<file path="config.mk">
export PLATFORM = sky130hd
export DESIGN_NAME = fp_to_int_flat
export DESIGN_NICKNAME = d
export VERILOG_FILES = /design/src/rtl/fp_pkg.sv /design/src/rtl/fp_to_int_if.sv /design/src/rtl/fp_classify.sv /design/src/rtl/fp_to_int.sv /design/src/flat_wrapper.sv
export SDC_FILE = /design/constraint.sdc
export NUM_CORES = 1
export LEC_CHECK = 0
export ABC_CLOCK_PERIOD_IN_PS = 4100
export CAP_MARGIN = 0
export CELL_PAD_IN_SITES_DETAIL_PLACEMENT = 2
export CELL_PAD_IN_SITES_GLOBAL_PLACEMENT = 2
export CORE_MARGIN = 2
export CORE_UTILIZATION = 37
export DETAILED_ROUTE_END_ITERATION = 16
export PLACE_DENSITY = 0.86
export SLEW_MARGIN = 0
export SYNTH_ARGS = -nofsm -noshare
export SYNTH_HDL_FRONTEND = slang
export SYNTH_HIERARCHICAL = 1
export SYNTH_SLANG_ARGS = --single-unit
</file>
<file path="constraint.sdc">
create_clock -name clk -period 4.1 [get_ports clk]
set_clock_uncertainty 0.1 [all_clocks]
set_input_delay 0.615 -clock clk [delete_from_list [all_inputs] [get_ports clk]]
set_output_delay 0.615 -clock clk [all_outputs]
set_load 0.05 [all_outputs]
</file>
<file path="src/rtl/fp_pkg.sv">
// Shared constants and types for the floating-point datapath.
// Used by the fp_to_int converter and the fp_classify front end.
package fp_pkg;

    localparam int FP_EXP_W = 8;
    localparam int FP_MAN_W = 23;
    localparam int FP_BIAS  = 127;

    localparam logic [31:0] INT_MAX = 32'h7FFF_FFFF;
    localparam logic [31:0] INT_MIN = 32'h8000_0000;

    // The one float of magnitude 2^31 that fits the integer range: -2^31.
    localparam logic [31:0] FP_NEG_2P31 = 32'hCF00_0000;

    typedef enum logic {
        RM_TRUNC = 1'b0,
        RM_RNE   = 1'b1
    } round_mode_e;

    typedef enum logic [1:0] {
        IDLE,
        SHIFT,
        ROUND,
        DONE
    } state_e;

    function automatic logic [31:0] saturate(input logic sign);
        return sign ? INT_MIN : INT_MAX;
    endfunction

endpackage

</file>
<file path="src/rtl/fp_to_int_if.sv">
// Operand and result handshakes of the float-to-int converter.
// master = producer/consumer side, slave = converter side.
interface fp_to_int_if;

    logic        in_valid;
    logic        in_ready;
    logic [31:0] in_float;
    logic        res_valid;
    logic        res_ready;
    logic [31:0] res_int;
    logic        invalid;
    logic        inexact;

    modport master (
        output in_valid, in_float, res_ready,
        input  in_ready, res_valid, res_int, invalid, inexact
    );

    modport slave (
        input  in_valid, in_float, res_ready,
        output in_ready, res_valid, res_int, invalid, inexact
    );

endinterface

</file>
<file path="src/rtl/fp_classify.sv">
// Combinational unpack of a single-precision word into fields and class flags.
// Shared with the adder front end.
module fp_classify
    import fp_pkg::*;
(
    input  logic [31:0]          in_float,
    output logic                 is_nan,
    output logic                 is_inf,
    output logic                 is_zero_or_denorm,
    output logic signed [8:0]    unbiased_exp,
    output logic                 sign,
    output logic [FP_MAN_W-1:0]  mantis
);

    logic [FP_EXP_W-1:0] exp_field;

    assign sign      = in_float[31];
    assign exp_field = in_float[30:23];
    assign mantis    = in_float[22:0];

    assign is_nan            = (&exp_field) && (|mantis);
    assign is_inf            = (&exp_field) && !(|mantis);
    assign is_zero_or_denorm = (exp_field == '0);
    assign unbiased_exp      = $signed({1'b0, exp_field}) - $signed(9'(FP_BIAS));

endmodule

</file>
<file path="src/rtl/fp_to_int.sv">
// Iterative IEEE-754 single to int32 converter: specials resolve at accept,
// normals shift left SHIFT_STEP bits per cycle, then round and negate.
module fp_to_int
    import fp_pkg::*;
#(
    parameter int SHIFT_STEP = 4,
    parameter int ROUND_MODE = 0
) (
    input  logic       clk,
    input  logic       rst,
    fp_to_int_if.slave bus
);

    localparam logic [4:0]  STEP  = 5'(SHIFT_STEP);
    localparam round_mode_e RMODE = round_mode_e'(ROUND_MODE[0]);
    localparam bit          RNE   = (RMODE == RM_RNE);

    state_e      state, state_next;
    logic [55:0] work, work_next;
    logic [4:0]  rem, rem_next;
    logic        sign_q, sign_next;
    logic [31:0] res_q, res_next;
    logic        invalid_q, invalid_next;
    logic        inexact_q, inexact_next;

    logic                c_nan, c_inf, c_zd, c_sign;
    logic signed [8:0]   c_exp;
    logic [FP_MAN_W-1:0] c_man;

    fp_classify u_classify (
        .in_float          (bus.in_float),
        .is_nan            (c_nan),
        .is_inf            (c_inf),
        .is_zero_or_denorm (c_zd),
        .unbiased_exp      (c_exp),
        .sign              (c_sign),
        .mantis            (c_man)
    );

    logic [4:0]  step_amt;
    logic        round_up;
    logic [31:0] mag_round;
    logic [31:0] early_mag;

    assign step_amt  = (rem < STEP) ? rem : STEP;
    assign round_up  = RNE && work[23] && ((|work[22:0]) || work[24]);
    assign mag_round = work[55:24] + {31'b0, round_up};
    // Only values in (0.5, 1) round up to one; 0.5 itself ties to even zero.
    assign early_mag = (RNE && (c_exp == -9'sd1) && (|c_man)) ? 32'd1 : 32'd0;

    // NOTE: every output of this block gets a default first so no path can infer a latch.
    always_comb begin
        state_next   = state;
        work_next    = work;
        rem_next     = rem;
        sign_next    = sign_q;
        res_next     = res_q;
        invalid_next = invalid_q;
        inexact_next = inexact_q;

        case (state)
            IDLE: begin
                if (bus.in_valid) begin
                    sign_next    = c_sign;
                    invalid_next = 1'b0;
                    inexact_next = 1'b0;
                    state_next   = DONE;
                    if (c_nan) begin
                        res_next     = INT_MIN;
                        invalid_next = 1'b1;
                    end else if (c_inf) begin
                        res_next     = saturate(c_sign);
                        invalid_next = 1'b1;
                    end else if (c_exp >= 9'sd31) begin
                        if (bus.in_float == FP_NEG_2P31) begin
                            res_next = INT_MIN;
                        end else begin
                            res_next     = saturate(c_sign);
                            invalid_next = 1'b1;
                        end
                    end else if (c_zd) begin
                        res_next     = '0;
                        inexact_next = |c_man;
                    end else if (c_exp < 9'sd0) begin
                        res_next     = c_sign ? -early_mag : early_mag;
                        inexact_next = 1'b1;
                    end else begin
                        work_next  = {31'b0, 1'b1, c_man, 1'b0};
                        rem_next   = c_exp[4:0];
                        state_next = (c_exp == 9'sd0) ? ROUND : SHIFT;
                    end
                end
            end
            SHIFT: begin
                work_next = work << step_amt;
                rem_next  = rem - step_amt;
                if (rem == step_amt) begin
                    state_next = ROUND;
                end
            end
            ROUND: begin
                res_next     = sign_q ? -mag_round : mag_round;
                inexact_next = |work[23:0];
                invalid_next = 1'b0;
                state_next   = DONE;
            end
            DONE: begin
                if (bus.res_ready) begin
                    state_next = IDLE;
                end
            end
            default: state_next = IDLE;
        endcase
    end

    // NOTE: state uses non-blocking assignments; the datapath is reset too so no X reaches the outputs.
    always_ff @(posedge clk) begin
        if (rst) begin
            state     <= IDLE;
            work      <= '0;
            rem       <= '0;
            sign_q    <= 1'b0;
            res_q     <= '0;
            invalid_q <= 1'b0;
            inexact_q <= 1'b0;
        end else begin
            state     <= state_next;
            work      <= work_next;
            rem       <= rem_next;
            sign_q    <= sign_next;
            res_q     <= res_next;
            invalid_q <= invalid_next;
            inexact_q <= inexact_next;
        end
    end

    assign bus.in_ready  = (state == IDLE);
    assign bus.res_valid = (state == DONE);
    assign bus.res_int   = res_q;
    assign bus.invalid   = invalid_q;
    assign bus.inexact   = inexact_q;

endmodule

</file>
<file path="src/flat_wrapper.sv">
// flat-port wrapper written by rule: the top's interface ports become plain ports
module fp_to_int_flat import fp_pkg::*;
#(
    parameter int SHIFT_STEP = 4,
    parameter int ROUND_MODE = 0
)
  (clk, rst, bus_in_valid, bus_in_float, bus_res_ready, bus_in_ready, bus_res_valid, bus_res_int, bus_invalid, bus_inexact);
  fp_to_int_if bus_i ();
  input  logic clk;
  input  logic rst;
  input wire logic [$bits(bus_i.in_valid)-1:0] bus_in_valid;
  input wire logic [$bits(bus_i.in_float)-1:0] bus_in_float;
  input wire logic [$bits(bus_i.res_ready)-1:0] bus_res_ready;
  output wire logic [$bits(bus_i.in_ready)-1:0] bus_in_ready;
  output wire logic [$bits(bus_i.res_valid)-1:0] bus_res_valid;
  output wire logic [$bits(bus_i.res_int)-1:0] bus_res_int;
  output wire logic [$bits(bus_i.invalid)-1:0] bus_invalid;
  output wire logic [$bits(bus_i.inexact)-1:0] bus_inexact;
  assign bus_i.in_valid = bus_in_valid;
  assign bus_i.in_float = bus_in_float;
  assign bus_i.res_ready = bus_res_ready;
  assign bus_in_ready = bus_i.in_ready;
  assign bus_res_valid = bus_i.res_valid;
  assign bus_res_int = bus_i.res_int;
  assign bus_invalid = bus_i.invalid;
  assign bus_inexact = bus_i.inexact;
  fp_to_int #(.SHIFT_STEP(SHIFT_STEP), .ROUND_MODE(ROUND_MODE)) u_core (.clk(clk), .rst(rst), .bus(bus_i));
endmodule
</file>
==> results of run 1 <==
==> registers in the layout, indices dropped and copies added, names as in the netlist <==
signal / count
u_core/sign_q: 1
u_core/work: 56
u_core/rem: 5
u_core/bus.invalid: 1
u_core/bus.res_int: 32
u_core/bus.inexact: 1
u_core/state: 2
==> worst min path at each step <==
stage | startpoint | endpoint | slack, ps | depth (start not counted)
after floorplan | u_core/state[0] | u_core/state[0] | 370 | 2
after detailed placement | u_core/bus.invalid | u_core/bus.invalid | 370 | 2
final | u_core/bus.invalid | u_core/bus.invalid | 380 | 2
after global placement | u_core/bus.res_int[31] | u_core/bus.res_int[31] | 360 | 2
after CTS | u_core/bus.invalid | u_core/bus.invalid | 380 | 2
after global routing | u_core/bus.invalid | u_core/bus.invalid | 390 | 2
==> critical path, stage by stage <==
cell and delay (ps):
clkdlybuf4s50_1 550, inv_1 210, ha_1 180, or4b_1 480, nor4_2 320, or3_1 290, a2111oi_4 100, nor3_2 770
buf_12 260, nand2_1 80, o21ai_0 100
==> cells by family after synthesis <==
group	Yosys count	synth area share, %
flops	98	27.6
fa+ha+maj	8	1.41
simple gates	282	20.0
mux	68	10.9
other cells	1	0.0527
xor+xnor	23	2.83
compound gates	296	28.0
buf+inv	138	9.29
==> layer usage <==
layer | track usage, % | vias up | routed length (um)
li1 | - | 3396 | -
met5 | 0 | - | 0
met3 | 2.52 | 53 | 670
met4 | 12.7 | 0 | 1080
met1 | 33.6 | 3762 | 12000
met2 | 46.5 | 162 | 13300
==> cell type report <==
| class | count | area [um^2] | area share [%] |
|---|---|---|---|
| multi-input cells | 678 | 4530 | 55.7 |
| flip-flops and latches | 98 | 1960 | 24.2 |
| repair buffers | 99 | 941 | 11.6 |
| well taps | 234 | 293 | 3.60 |
| clock buffers | 9 | 225 | 2.77 |
| inverters | 24 | 90.1 | 1.11 |
| clock inverters | 7 | 86.3 | 1.06 |
==> power by group <==
part / internal (mW) / switching (mW)
Combinational: 0.845 / 1.86
Clock: 0.488 / 0.449
Sequential: 1.16 / 0.229
==> cell usage in the layout, fill, tap and decap left out, types with 5 or more instances in the layout <==
| cell | instances |
|---|---|
| o31ai_1 | 15 |
| dfxtp_1 | 98 |
| xnor2_1 | 14 |
| o21ai_0 | 69 |
| or3_1 | 10 |
| ha_1 | 8 |
| o22ai_1 | 33 |
| a211o_1 | 6 |
| a31oi_1 | 5 |
| inv_1 | 22 |
| or4_1 | 5 |
| mux4_2 | 6 |
| buf_4 | 26 |
| nor2_1 | 51 |
| clkdlybuf4s50_1 | 70 |
| nand2_1 | 101 |
| o211ai_1 | 23 |
| mux2_2 | 11 |
| nand4_1 | 8 |
| nor4_1 | 27 |
| a22oi_1 | 7 |
| a21oi_1 | 57 |
| nand3_1 | 24 |
| a221oi_1 | 8 |
| mux2i_1 | 48 |
| xor2_1 | 9 |
| and3_1 | 7 |
| o41ai_1 | 7 |
| nor3_1 | 9 |
| a211oi_1 | 24 |
| clkbuf_16 | 9 |
==> metrics by stage <==
stage               setup slack (ps)  hold slack (ps)  area, um^2  util [%]
global placement                 213              365        7810      41.6
detailed placement              87.7              370        7810      41.6
floorplan                       1090              366        7110         -
global route                    87.7              391        8120      43.3
finish                           307              377        8120      43.3
CTS                              343              380        8120      43.3
==> results.md, run 1 <==
- Cells on worst reg2reg path: 7
- Crit path time final: 3790 ps
- Initial DRC Count: 470
- Status: complete, no violations
- R2R Setup Slk: 1150 ps
- Library cells used by synthesis: 76
- Dominant cells by area after synthesis: dfxtp_1, mux2i_1, nand2_1
- Pin count of the biggest net entering global routing: 52
- YS warnings: 6
- Clock transition at the registers of the reported paths: 80 ps
- Share of flip-flops with an asynchronous set or reset: 0%
- Crit path kind: primary input to flip-flop
- Final Max Tran Viols: 0
- Die X: 143 um
- Cell taking the most area after synthesis: dfxtp_1
- Post-Layout Cell Count: 1149
- First-pass GRT wire length: 43400 um
- Clock buffer depth: 2
- Post_cts resized: 0
- Power, Total: 5.03 mW
- Num CTS Buffers: 9
- Worst setup path endpoint: u_core/work[53]
- Setup-failing EPs final: 0
- DIE AREA: 20400 um^2
- GRT overflow: 0
- Min-Delay Path Class: flip-flop to flip-flop
- First-pass DRT Iterations: 7
- CTS tree: built
- Pwr Density: 619 nW/um^2
- Std-Cell Rows: 50
- DRT antenna net count: 0
- Sink count of the clock tree: 98
- Top cells by count, synth: nand2_1, dfxtp_1, o21ai_0
- DP Wirelength: 18300 um
- # IOs: 72
- Maximum vdd drop: 0.238 mV
- Post-synthesis register bit count: 98
- Vias/cell: 6.42
- DRC Markers: 0
- CORE AREA: 18800 um^2
- Filler instances: 2126
- CP required: 4280 ps
- Starting Density: 37.9%
- Post-Syn Area: 7110 um^2
- Clock Tree Root: clkbuf_16
- Worst EP arrival: 3970 ps
- Share of cells above drive strength 1: 9.73%
- Layout Area Growth over Synthesis: 14.2%
- Worst skew pair latency: 370 ps
- Reg2Reg Capture Point: u_core/rem[2]
- Routed WL: 27000 um
- Critical path fanouts, max: 23
- DR WL/cell: 23.5 um
- Post-CTS Setup Bufs: 0
- Final critical-path share of the clock period: 92.5%
- Port Buf Inserts: 71
- Syn avg cell area: 7.78 um^2
- Worst R2R Start: u_core/rem[2]
- Cells after DPL: 1133
- Vias in the first global route: 7681
- Predominant post-synthesis flop cell: dfxtp_1
- Max-Cap Viols: 0
- Post-synth top area share: 27.6%
- Initial antenna violation count: 0
- Startpoint Class: primary input
- Syn_nets: 958
- Actual slew at the worst max-slew pin: 1140 ps
- H-Tree Depth: 3
- GPL Wtd Cong: 0.890
- Crit path launch: bus_in_float[23]
- Leak: 2.68 nW
- Synth Instances: 914
- Seq/Total Area, Yosys: 27.6%
- All-Layer GR Usage: 26.9%
- Max Clk Rate: 264 MHz
- Final Hold Viols: 0
- Die height: 143 um
- Slew Limit Headroom: 23.2%
- Count leader, synth: nand2_1
- Post-synth EDFFs: 0
- Net count, final: 954
- Setup tns final: 0 ps
- Diode count: 0
- RSZ-0062 raised after global routing: false
- DR vias: 7373
- Element type at the critical path end: flip-flop
- Post-CTS Hold Fix Bufs: 0
No activity file was read; power rests on OpenSTA's default activity.
==> run 2, diff against run 1 <==
--- a/config.mk
+++ b/config.mk
@@ -10,9 +10,12 @@
 export CELL_PAD_IN_SITES_DETAIL_PLACEMENT = 2
 export CELL_PAD_IN_SITES_GLOBAL_PLACEMENT = 2
 export CORE_MARGIN = 2
-export CORE_UTILIZATION = 37
+export CORE_UTILIZATION = 41
 export DETAILED_ROUTE_END_ITERATION = 16
-export PLACE_DENSITY = 0.86
+export DONT_BUFFER_PORTS = 1
+export GPL_TIMING_DRIVEN = 0
+export PLACE_DENSITY = 0.85
+export SETUP_SLACK_MARGIN = 0.2
 export SLEW_MARGIN = 0
 export SYNTH_ARGS = -nofsm -noshare
 export SYNTH_HDL_FRONTEND = slang
==> results.md, run 2 (synthesis results as in run 1) <==
- DR WL/cell: 26.0 um
- DP Wirelength: 22600 um
- Num CTS Buffers: 9
- DRC Markers: 0
- Register bank with the most flops: u_core/work
- Commonest non-fill, non-tap cell in the layout: nand2_1
- First-pass DRT Iterations: 6
- Post-CTS Hold Fix Bufs: 0
- Die height: 136 um
- Vias in the first global route: 8289
- DR vias: 7551
- Pin count of the biggest net entering global routing: 16
- Min-Delay Path Class: primary input to flip-flop
- Setup ws final: 416 ps
- Routed WL: 30100 um
- GPL Wtd Cong: 0.922
- Maximum vdd drop: 0.318 mV
- All-Layer GR Usage: 33.0%
- # IOs: 72
- Crit path time final: 3680 ps
- Port Buf Inserts: 0
- Pwr Density: 624 nW/um^2
- Worst path cell trace: nor4_1 > nand4_1 > nor3_2 > or4_1 > a211oi_1 > a21o_1 > a31oi_1 > clkbuf_1 > o22ai_1
- Sink count of the clock tree: 98
- DRT antenna net count: 0
- Clock Tree Root: clkbuf_16
- Area occupied by multi-input gates: 4500 um^2
- Max Clk Rate: 271 MHz
- Final Hold Viols: 0
- Critical path fanouts, max: 10
- Combinational power share: 43.6%
- Startpoint Class: primary input
- Max incr delay on CP: 610 ps
- Die X: 136 um
- Max reg flops: 56
- Sw frac: 53.9%
- Starting Density: 41.6%
- Slew Limit Headroom: 15.6%
- First-pass GRT wire length: 46900 um
- CP required: 4210 ps
- Max-Cap Viols: 0
- NetSw: 2.59 mW
- Leak: 2.58 nW
- Diode count: 0
- Clock power frac: 17.8%
- Commonest cells after routing, fill and taps aside: nand2_1, dfxtp_1, o21ai_0
- Final critical-path share of the clock period: 89.8%
- Filler instances: 2043
- CORE AREA: 17100 um^2
- Flop pwr share: 38.6%
- Setup tns final: 0 ps
- Power, Total: 4.80 mW
- Status: complete, no violations
- H-Tree Depth: 3
- Pre-CTS setup slack: -60.9 ps
- Seq. cell area: 1960 um^2
- Initial DRC Count: 497
- Worst skew pair latency: 360 ps
- Pint: 2.21 mW
- Std-Cell Rows: 48
- Actual slew at the worst max-slew pin: 1260 ps
- Final Max Tran Viols: 0
- Vias/cell: 6.53
- Min Hold Slack: 410 ps
- Setup-failing EPs final: 0
- Element type at the critical path end: flip-flop
- Clock buffer depth: 2
- Worst EP arrival: 3800 ps
- Slowest-stage cell, CP: clkbuf_1
- Share of cells above drive strength 1: 10.8%
- RSZ-0062 raised after global routing: true
- Crit path kind: primary input to flip-flop
- Clock transition at the registers of the reported paths: 70 ps
- Initial antenna violation count: 0
- GRT overflow: 0
- DIE AREA: 18400 um^2
- Layout Area Growth over Synthesis: 8.13%
- CTS tree: built
- Net count, final: 970
run 2: cell count changes in the layout (fill, tap and decap cells not counted), sizes merged:
cell,before,now
inv,25,23
clkdlybuf4s50,70,0
buf,29,50
clkbuf,9,78
bufinv,1,0
clkinvlp,1,0
run 2: power by group through the flow:
stage                     registers, mW  clock network [mW]  logic (mW)
after floorplan                    1.79                   0        1.38
after global placement             1.86                   0        1.93
after detailed placement           1.87                   0        2.03
after CTS                          1.85               0.867        2.06
after global routing               1.88               0.908        2.26
final                              1.85               0.853        2.09
run 2: path summary, 6_finish.rpt:
| check | start | endpoint | slack [ps] | cells past startpoint |
|---|---|---|---|---|
| max | bus_in_float[1] | u_core/bus.res_int[22] | 420 | 9 |
| min | bus_in_float[8] | u_core/work[9] | 410 | 2 |
| max reg2reg | u_core/rem[2] | u_core/rem[2] | 500 | 11 |
| min reg2reg | u_core/work[55] | u_core/work[55] | 420 | 2 |
run 2: layer usage:
metal,global-route usage (%),wire length [um]
met1,39.5,12500
met2,57.6,14900
met3,3.97,1190
met4,17.5,1480
met5,0,0
run 2: final cells by class:
type | instances | area share [%]
Multi-Input combinational cell | 678 | 58.5
Sequential cell | 98 | 25.5
Buffer | 114 | 7.43
Tap cell | 225 | 3.66
Clock buffer | 13 | 3.38
Inverter | 24 | 1.17
Clock inverter | 3 | 0.293
Timing Repair Buffer | 1 | 0.0976
run 2: critical path: cells and delay by family:
family / cells / cell delay [ps]
AOI/OAI and AO/OA: 4 / 1260
buffers and inverters: 1 / 610
and+or+nand+nor: 4 / 1300
run 2: what timing repair did:
| item | in CTS | in global routing |
|---|---|---|
| gates resized for setup | 0 | 3 |
| setup buffers | 0 | 0 |
| setup endpoints to repair | 0 | 15 |
run 2: through the flow:
step	instance area [um^2]	cells	utilization (%)
floorplan	7110	914	-
global placement	7400	1139	43.2
detailed placement	7400	1139	43.2
CTS	7680	1155	44.9
global route	7690	1156	44.9
finish	7690	1156	44.9
